## config.mk

```make
export PLATFORM = sky130hd
export DESIGN_NAME = ex_hazard_ctrl
export DESIGN_NICKNAME = d
export VERILOG_FILES = /design/src/rtl/hazard_pkg.sv /design/src/rtl/fwd_select.sv /design/src/rtl/ex_hazard_ctrl.sv
export SDC_FILE = /design/constraint.sdc
export NUM_CORES = 1
export LEC_CHECK = 0
export CAP_MARGIN = 10
export CORE_MARGIN = 5
export CORE_UTILIZATION = 47
export CTS_CLUSTER_DIAMETER = 120
export DETAILED_ROUTE_END_ITERATION = 10
export GPL_TIMING_DRIVEN = 0
export PLACE_DENSITY = 0.73
export SYNTH_ARGS = -nofsm -noshare
export SYNTH_HDL_FRONTEND = slang
export SYNTH_SLANG_ARGS = --single-unit
export TNS_END_PERCENT = 100
```

## constraint.sdc

```tcl
create_clock -name clk -period 2.33 [get_ports clk]
set_clock_uncertainty 0.2 [all_clocks]
set_input_delay 0.466 -clock clk [delete_from_list [all_inputs] [get_ports clk]]
set_output_delay 0.466 -clock clk [all_outputs]
set_load 0.05 [all_outputs]
```

## src/rtl/hazard_pkg.sv

```systemverilog
// Shared types for the EX-stage hazard controller: forwarding selects,
// shadow pipeline slots and the multiply sequencer states.
package hazard_pkg;

  typedef enum logic [1:0] {
    FWD_REG = 2'd0,
    FWD_WB  = 2'd1,
    FWD_MEM = 2'd2
  } fwd_sel_t;

  // X31 reads as zero and is never a real forwarding source
  localparam logic [4:0] REG_ZR = 5'd31;

  typedef struct packed {
    logic       valid;
    logic [4:0] rd;
    logic [4:0] rn;
    logic [4:0] rm;
    logic       uses_rn;
    logic       uses_rm;
    logic       reg_write;
    logic       mem_read;
    logic       set_flags;
    logic       is_mul;
  } ex_slot_t;

  typedef struct packed {
    logic       valid;
    logic [4:0] rd;
    logic       reg_write;
    logic       mem_read;
  } mem_slot_t;

  typedef struct packed {
    logic       valid;
    logic [4:0] rd;
    logic       reg_write;
  } wb_slot_t;

  typedef enum logic {
    IDLE,
    BUSY
  } mul_state_t;

endpackage

```

## src/rtl/fwd_select.sv

```systemverilog
// Forwarding source for one EX operand; the MEM ALU result beats the WB result.
module fwd_select
  import hazard_pkg::*;
(
  input  logic [4:0] src,
  input  logic       used,
  input  mem_slot_t  mem,
  input  wb_slot_t   wb,
  output fwd_sel_t   sel
);

  always_comb begin
    sel = FWD_REG;
    if (used && (src != REG_ZR)) begin
      // a load in MEM has no ALU result yet; load-use stalls cover that case
      if (mem.valid && mem.reg_write && !mem.mem_read && (mem.rd == src)) begin
        sel = FWD_MEM;
      end else if (wb.valid && wb.reg_write && (wb.rd == src)) begin
        sel = FWD_WB;
      end
    end
  end

endmodule

```

## src/rtl/ex_hazard_ctrl.sv

```systemverilog
// EX-stage hazard controller: shadow EX/MEM/WB slots drive forwarding, flag
// write enable, load-use / flag stalls and multi-cycle multiply holds.
module ex_hazard_ctrl
  import hazard_pkg::*;
#(
  parameter int unsigned MUL_LAT = 4
) (
  input  logic       clk,
  input  logic       reset,
  input  logic       valid_ID,
  input  logic [4:0] Rn_ID,
  input  logic [4:0] Rm_ID,
  input  logic [4:0] Rd_ID,
  input  logic       usesRn_ID,
  input  logic       usesRm_ID,
  input  logic       regWrite_ID,
  input  logic       memRead_ID,
  input  logic       setFlags_ID,
  input  logic       isMul_ID,
  input  logic       bcond_ID,
  input  logic       flush_ID,
  output logic [1:0] forwardA,
  output logic [1:0] forwardB,
  output logic       enable_EX,
  output logic       stall_ID,
  output logic       bubble_EX,
  output logic       hold_EX,
  output logic       mul_start
);

  localparam int unsigned CntW = $clog2(MUL_LAT + 1);

  ex_slot_t          ex_q, ex_d;
  mem_slot_t         mem_q;
  wb_slot_t          wb_q;
  mul_state_t        state_q;
  logic [CntW-1:0]   cnt_q;
  logic              flush_q;

  logic     mul_in_ex, hold, rn_hit, rm_hit, load_use, flag_use, kill;
  fwd_sel_t fwd_a, fwd_b;

  assign mul_in_ex = ex_q.valid & ex_q.is_mul;
  assign hold      = (state_q == IDLE) ? (mul_in_ex && (MUL_LAT > 1)) : (cnt_q > CntW'(1));

  assign rn_hit   = usesRn_ID && (Rn_ID == ex_q.rd);
  assign rm_hit   = usesRm_ID && (Rm_ID == ex_q.rd);
  assign load_use = ex_q.valid & ex_q.mem_read & ex_q.reg_write & (ex_q.rd != REG_ZR) &
                    (rn_hit | rm_hit);
  assign flag_use = valid_ID & bcond_ID & ex_q.valid & ex_q.set_flags;
  // a flush seen during a hold is replayed on the first cycle ID/EX loads again
  assign kill     = flush_ID | flush_q;

  assign hold_EX   = hold;
  assign mul_start = (state_q == IDLE) & mul_in_ex;
  assign enable_EX = ex_q.valid & ex_q.set_flags & ~hold;
  assign stall_ID  = ~reset & (hold | (~kill & (load_use | flag_use)));
  assign bubble_EX = ~reset & ~hold & (kill | load_use | flag_use);
  assign forwardA  = fwd_a;
  assign forwardB  = fwd_b;

  fwd_select u_fwd_a (
    .src  (ex_q.rn),
    .used (ex_q.valid & ex_q.uses_rn),
    .mem  (mem_q),
    .wb   (wb_q),
    .sel  (fwd_a)
  );

  fwd_select u_fwd_b (
    .src  (ex_q.rm),
    .used (ex_q.valid & ex_q.uses_rm),
    .mem  (mem_q),
    .wb   (wb_q),
    .sel  (fwd_b)
  );

  always_comb begin
    ex_d = '0;
    if (valid_ID && !kill && !load_use && !flag_use) begin
      ex_d.valid     = 1'b1;
      ex_d.rd        = Rd_ID;
      ex_d.rn        = Rn_ID;
      ex_d.rm        = Rm_ID;
      ex_d.uses_rn   = usesRn_ID;
      ex_d.uses_rm   = usesRm_ID;
      ex_d.reg_write = regWrite_ID;
      ex_d.mem_read  = memRead_ID;
      ex_d.set_flags = setFlags_ID;
      ex_d.is_mul    = isMul_ID;
    end
  end

  always_ff @(posedge clk or posedge reset) begin
    if (reset) begin
      ex_q    <= '0;
      mem_q   <= '0;
      wb_q    <= '0;
      flush_q <= 1'b0;
    end else begin
      wb_q.valid     <= mem_q.valid;
      wb_q.rd        <= mem_q.rd;
      wb_q.reg_write <= mem_q.reg_write;
      if (hold) begin
        mem_q   <= '0;
        flush_q <= flush_q | flush_ID;
      end else begin
        mem_q.valid     <= ex_q.valid;
        mem_q.rd        <= ex_q.rd;
        mem_q.reg_write <= ex_q.reg_write;
        mem_q.mem_read  <= ex_q.mem_read;
        flush_q         <= 1'b0;
        ex_q            <= ex_d;
      end
    end
  end

  always_ff @(posedge clk or posedge reset) begin
    if (reset) begin
      state_q <= IDLE;
      cnt_q   <= '0;
    end else begin
      unique case (state_q)
        IDLE: begin
          if (mul_in_ex && (MUL_LAT > 1)) begin
            state_q <= BUSY;
            cnt_q   <= CntW'(MUL_LAT - 1);
          end
        end
        BUSY: begin
          if (cnt_q == CntW'(1)) begin
            state_q <= IDLE;
            cnt_q   <= '0;
          end else begin
            cnt_q <= cnt_q - CntW'(1);
          end
        end
      endcase
    end
  end

endmodule
```

==> out/qor.tcl <==
set qor(run_status) {finished with violations}
set qor(violations) {setup timing}
set qor(synth.top_cells.by_area) {dfrtp_1 (50%), nand3_1 (6.7%), xnor2_1 (6.7%), xor2_1 (5.9%), nand2_1 (4.9%)}
set qor(whs_path_depth) 0
set qor(clkLatencyLatePin_ns) 0.30
set qor(areaGrowthSynthToFinish_pct) 42.7
set qor(fp-row-count) 24
set qor(drt-vias-per-instance) 5.46
set qor(slowest_delay_ns) 0.51
set qor(reg2reg_to) {ex_q[3]}
set qor(drt-wirelength-per-cell_um) 17.1
set qor(floorplan.initialDensity_pct) 48.2
set qor(core_area_um2) 4320
set qor(most_frequent_cells_after_synthesis) {dfrtp_1 (42), nand3_1 (28), nand2_1 (27)}
set qor(path_buf_inv) 2
set qor(pin_count_of_the_biggest_net_entering_global_routing) 23
set qor(globalplace.congestion) 0.827
set qor(slew_headroom_pct) 29.0
set qor(io_buffers) 34
set qor(fin_ws_ns) -0.268
set qor(vias_in_the_first_global_route) 1868
set qor(max_cap_violations) 0
set qor(layout.area.seq_um2) 1060
set qor(design.final.nets) 304
set qor(timing.critical_path.from_type) {primary input}
set qor(critPathArrivalTime_ns) 1.93
set qor(regToRegStartpoint) {ex_q[16]}
set qor(global_route_wire_length_before_repair_um) 9000
set qor(biggest_fanout_along_the_worst_timing_path) 5
set qor(floorplan.die.width_um) 76.6
set qor(rrSetupSlack_ns) 0.27
set qor(synth_top_area_share_pct) 50.4
set qor(antennaDiodeCount) 0
set qor(cts_num_sinks) 42
set qor(synthesized_netlist_net_count) 242
set qor(gr-total-overflow) 0
set qor(drt-total-wl_um) 5640
set qor(ctsRootBufferMaster) {clkbuf_8}
set qor(worst_tran_pin_value_ns) 1.06
set qor(vias) 1795
set qor(mappedNetlistArea_um2) 2090
set qor(leakagePower_uw) 0.00132
set qor(postSynth.topFlopCell) {dfrtp_1}
set qor(ir_drop_mv) 0.905
set qor(period_minus_slack_ns) 2.60
set qor(ys_seq_elements) 42
set qor(netlist_instances) 214
set qor(detailedRoute.firstIterationViolations) 108
set qor(worstSetupPathType) {in -> out}
set qor(worst_setup_hold_path_clk_slew_ns) 0.08
set qor(critPathCaptureType) {output pin}
set qor(max_freq_ghz) 0.385
set qor(layout.filler_cells) 321
set qor(ys_seq_area_share_pct) 50.4
set qor(cp_cell_sequence) {clkdlybuf4s50_1, and4_1, nor3_1, o21ai_2, and3_4, buf_8}
set qor(min-delay-path-class) {reg -> reg}
set qor(worstPathRequired_ns) 1.66
set qor(fin_crit_sh_pct) 112
set qor(detailedPlacementHpwl_um) 3590
set qor(critPathTopFamily) {simple AND/OR/NAND/NOR gates}
set qor(die_h_um) 76.6
set qor(cts_buffers) 5
set qor(worstRegToRegCells) 8
set qor(yosysMostFrequentCell) {dfrtp_1}
set qor(synth_area_leader_cell) {dfrtp_1}
set qor(cts_h_tree_depth) 2
set qor(multi_input_area_um2) 1090
set qor(clockBufferDepth) 2
set qor(post-route-drc-count) 0
set qor(timing.final.setup_violations) 3
set qor(p_total_uw) 2750
set qor(endpoint_with_the_worst_hold_slack) {wb_q[0]}
set qor(hold_violations_final) 0
set qor(post_synth.cell_area_avg_um2) 9.75
set qor(setup_repair_after_global_routing_missed_its_margin) {true}
set qor(share_of_layout_cells_above_drive_strength_1_pct) 27.8
set qor(ioPinCount) 35
set qor(layout.core_utilization_pct) 68.8
set qor(cts_tree) {built}
set qor(groute.usage.overall_pct) 19.4
set qor(initial_antenna_violation_count) 0
set qor(synth_edf_count) 0
set qor(holdCritStartpoint) {mem_q[1]}
set qor(synth.yosys.warnings) 0
set qor(finalMaxSlewViolations) 0
set qor(design.die.area_um2) 5870
set qor(async_flop_share_pct) 100
set qor(drt.antenna.violating_nets) 0
set qor(p_per_area_nw_per_um2) 923
set qor(cpMaxStageDelayCell) {clkdlybuf4s50_1}
set qor(drt_pre_antenna_iters) 4
set qor(synth_cell_type_count) 39
## final cells by class
cell class / count / area share, %
multi-input cells: 156 / 36.5
flip-flops and latches: 42 / 35.6
clock inverters: 3 / 2.31
repair inverters: 2 / 0.336
well taps: 52 / 2.19
clock buffers: 5 / 2.31
inverters: 5 / 0.841
repair buffers: 55 / 17.4
plain buffers: 9 / 2.44
## worst max path at each step
stage | start | end | slack [ns] | cells after the start
after floorplan | ex_q[11] | forwardA[0] | 0.02 | 3
final | valid_ID | bubble_EX | -0.27 | 6
after detailed placement | reset | bubble_EX | -1.32 | 4
after CTS | ex_q[16] | bubble_EX | -0.25 | 6
after global routing | ex_q[20] | bubble_EX | -0.31 | 6
after global placement | reset | bubble_EX | -1.31 | 4
## power breakdown
| group | internal [uW] | switching (uW) | total (uW) | leakage, uW |
|---|---|---|---|---|
| combinational | 514 | 532 | 1050 | 0.000703 |
| sequential | 872 | 144 | 1020 | 0.000551 |
| clock | 429 | 258 | 687 | 0.0000683 |
## state kept, by name, summed over array words and instances (netlist names)
| signal | flops |
|---|---|
| wb_q | 7 |
| ex_q | 22 |
| flush_q | 1 |
| cnt_q | 3 |
| mem_q | 8 |
| state_q | 1 |
## stage by stage
stage	std cells	area, um2	setup slack (ns)	TNS, ns	hold WS (ns)
6_report	329	2980	-0.268	-0.667	0.185
5_1_grt	329	2980	-0.313	-1.15	0.208
4_1_cts	325	2870	-0.252	-0.557	0.187
3_5_place_dp	300	2520	-1.32	-8.45	0.168
3_3_place_gp	300	2520	-1.31	-8.67	0.163
2_1_floorplan	214	2110	0.0237	0	0.154
## layout by cell type, fill, tap and decap left out, types with 2 or more instances in the layout
master / count
and2_1: 7
and3_4: 2
buf_2: 2
buf_4: 18
buf_6: 13
buf_8: 2
bufinv_16: 2
clkbuf_1: 2
clkbuf_8: 6
clkdlybuf4s50_1: 15
clkinvlp_2: 2
dfrtp_1: 34
dfrtp_2: 8
dlygate4sd2_1: 10
inv_1: 2
nand2_1: 26
nand3_1: 28
nand4_1: 2
nor2_1: 7
nor2_4: 2
nor4_2: 4
nor4b_4: 2
o211ai_1: 2
o21ai_0: 19
o21ai_1: 4
xnor2_1: 16
xor2_1: 12
xor2_2: 2
## logic make-up (layout without fill, tap and decap cells)
| kind of cell | Yosys count | count (layout) | synth area share [%] |
|---|---|---|---|
| xor gates and xnor gates | 30 | 30 | 12.6 |
| adders and majority gates | 2 | 2 | 1.20 |
| DFF | 42 | 42 | 50.4 |
| buffers and inverters | 16 | 79 | 3.96 |
| and+or+nand+nor | 87 | 87 | 20.6 |
| muxes | 2 | 2 | 1.02 |
| AOI/OAI and AO/OA | 35 | 35 | 10.3 |
## per-layer routing
layer,share of wire [%],global-route usage (%),vias to the layer above
li1,-,-,858
met1,41,22.8,878
met2,52,34.0,49
met3,5.1,5.44,10
met4,1.9,6.12,0
met5,0,0,-
## what timing repair did
action / in CTS / in global routing
setup endpoints to repair: 9 / 12
hold buffers: 0 / 0
setup buffers: 15 / 6
cloned: 2 / 0
pin swaps: 16 / 14
endpoints found under the hold margin: 0 / 0
resized for setup: 94 / 20
No activity file was read; power rests on OpenSTA's default activity.
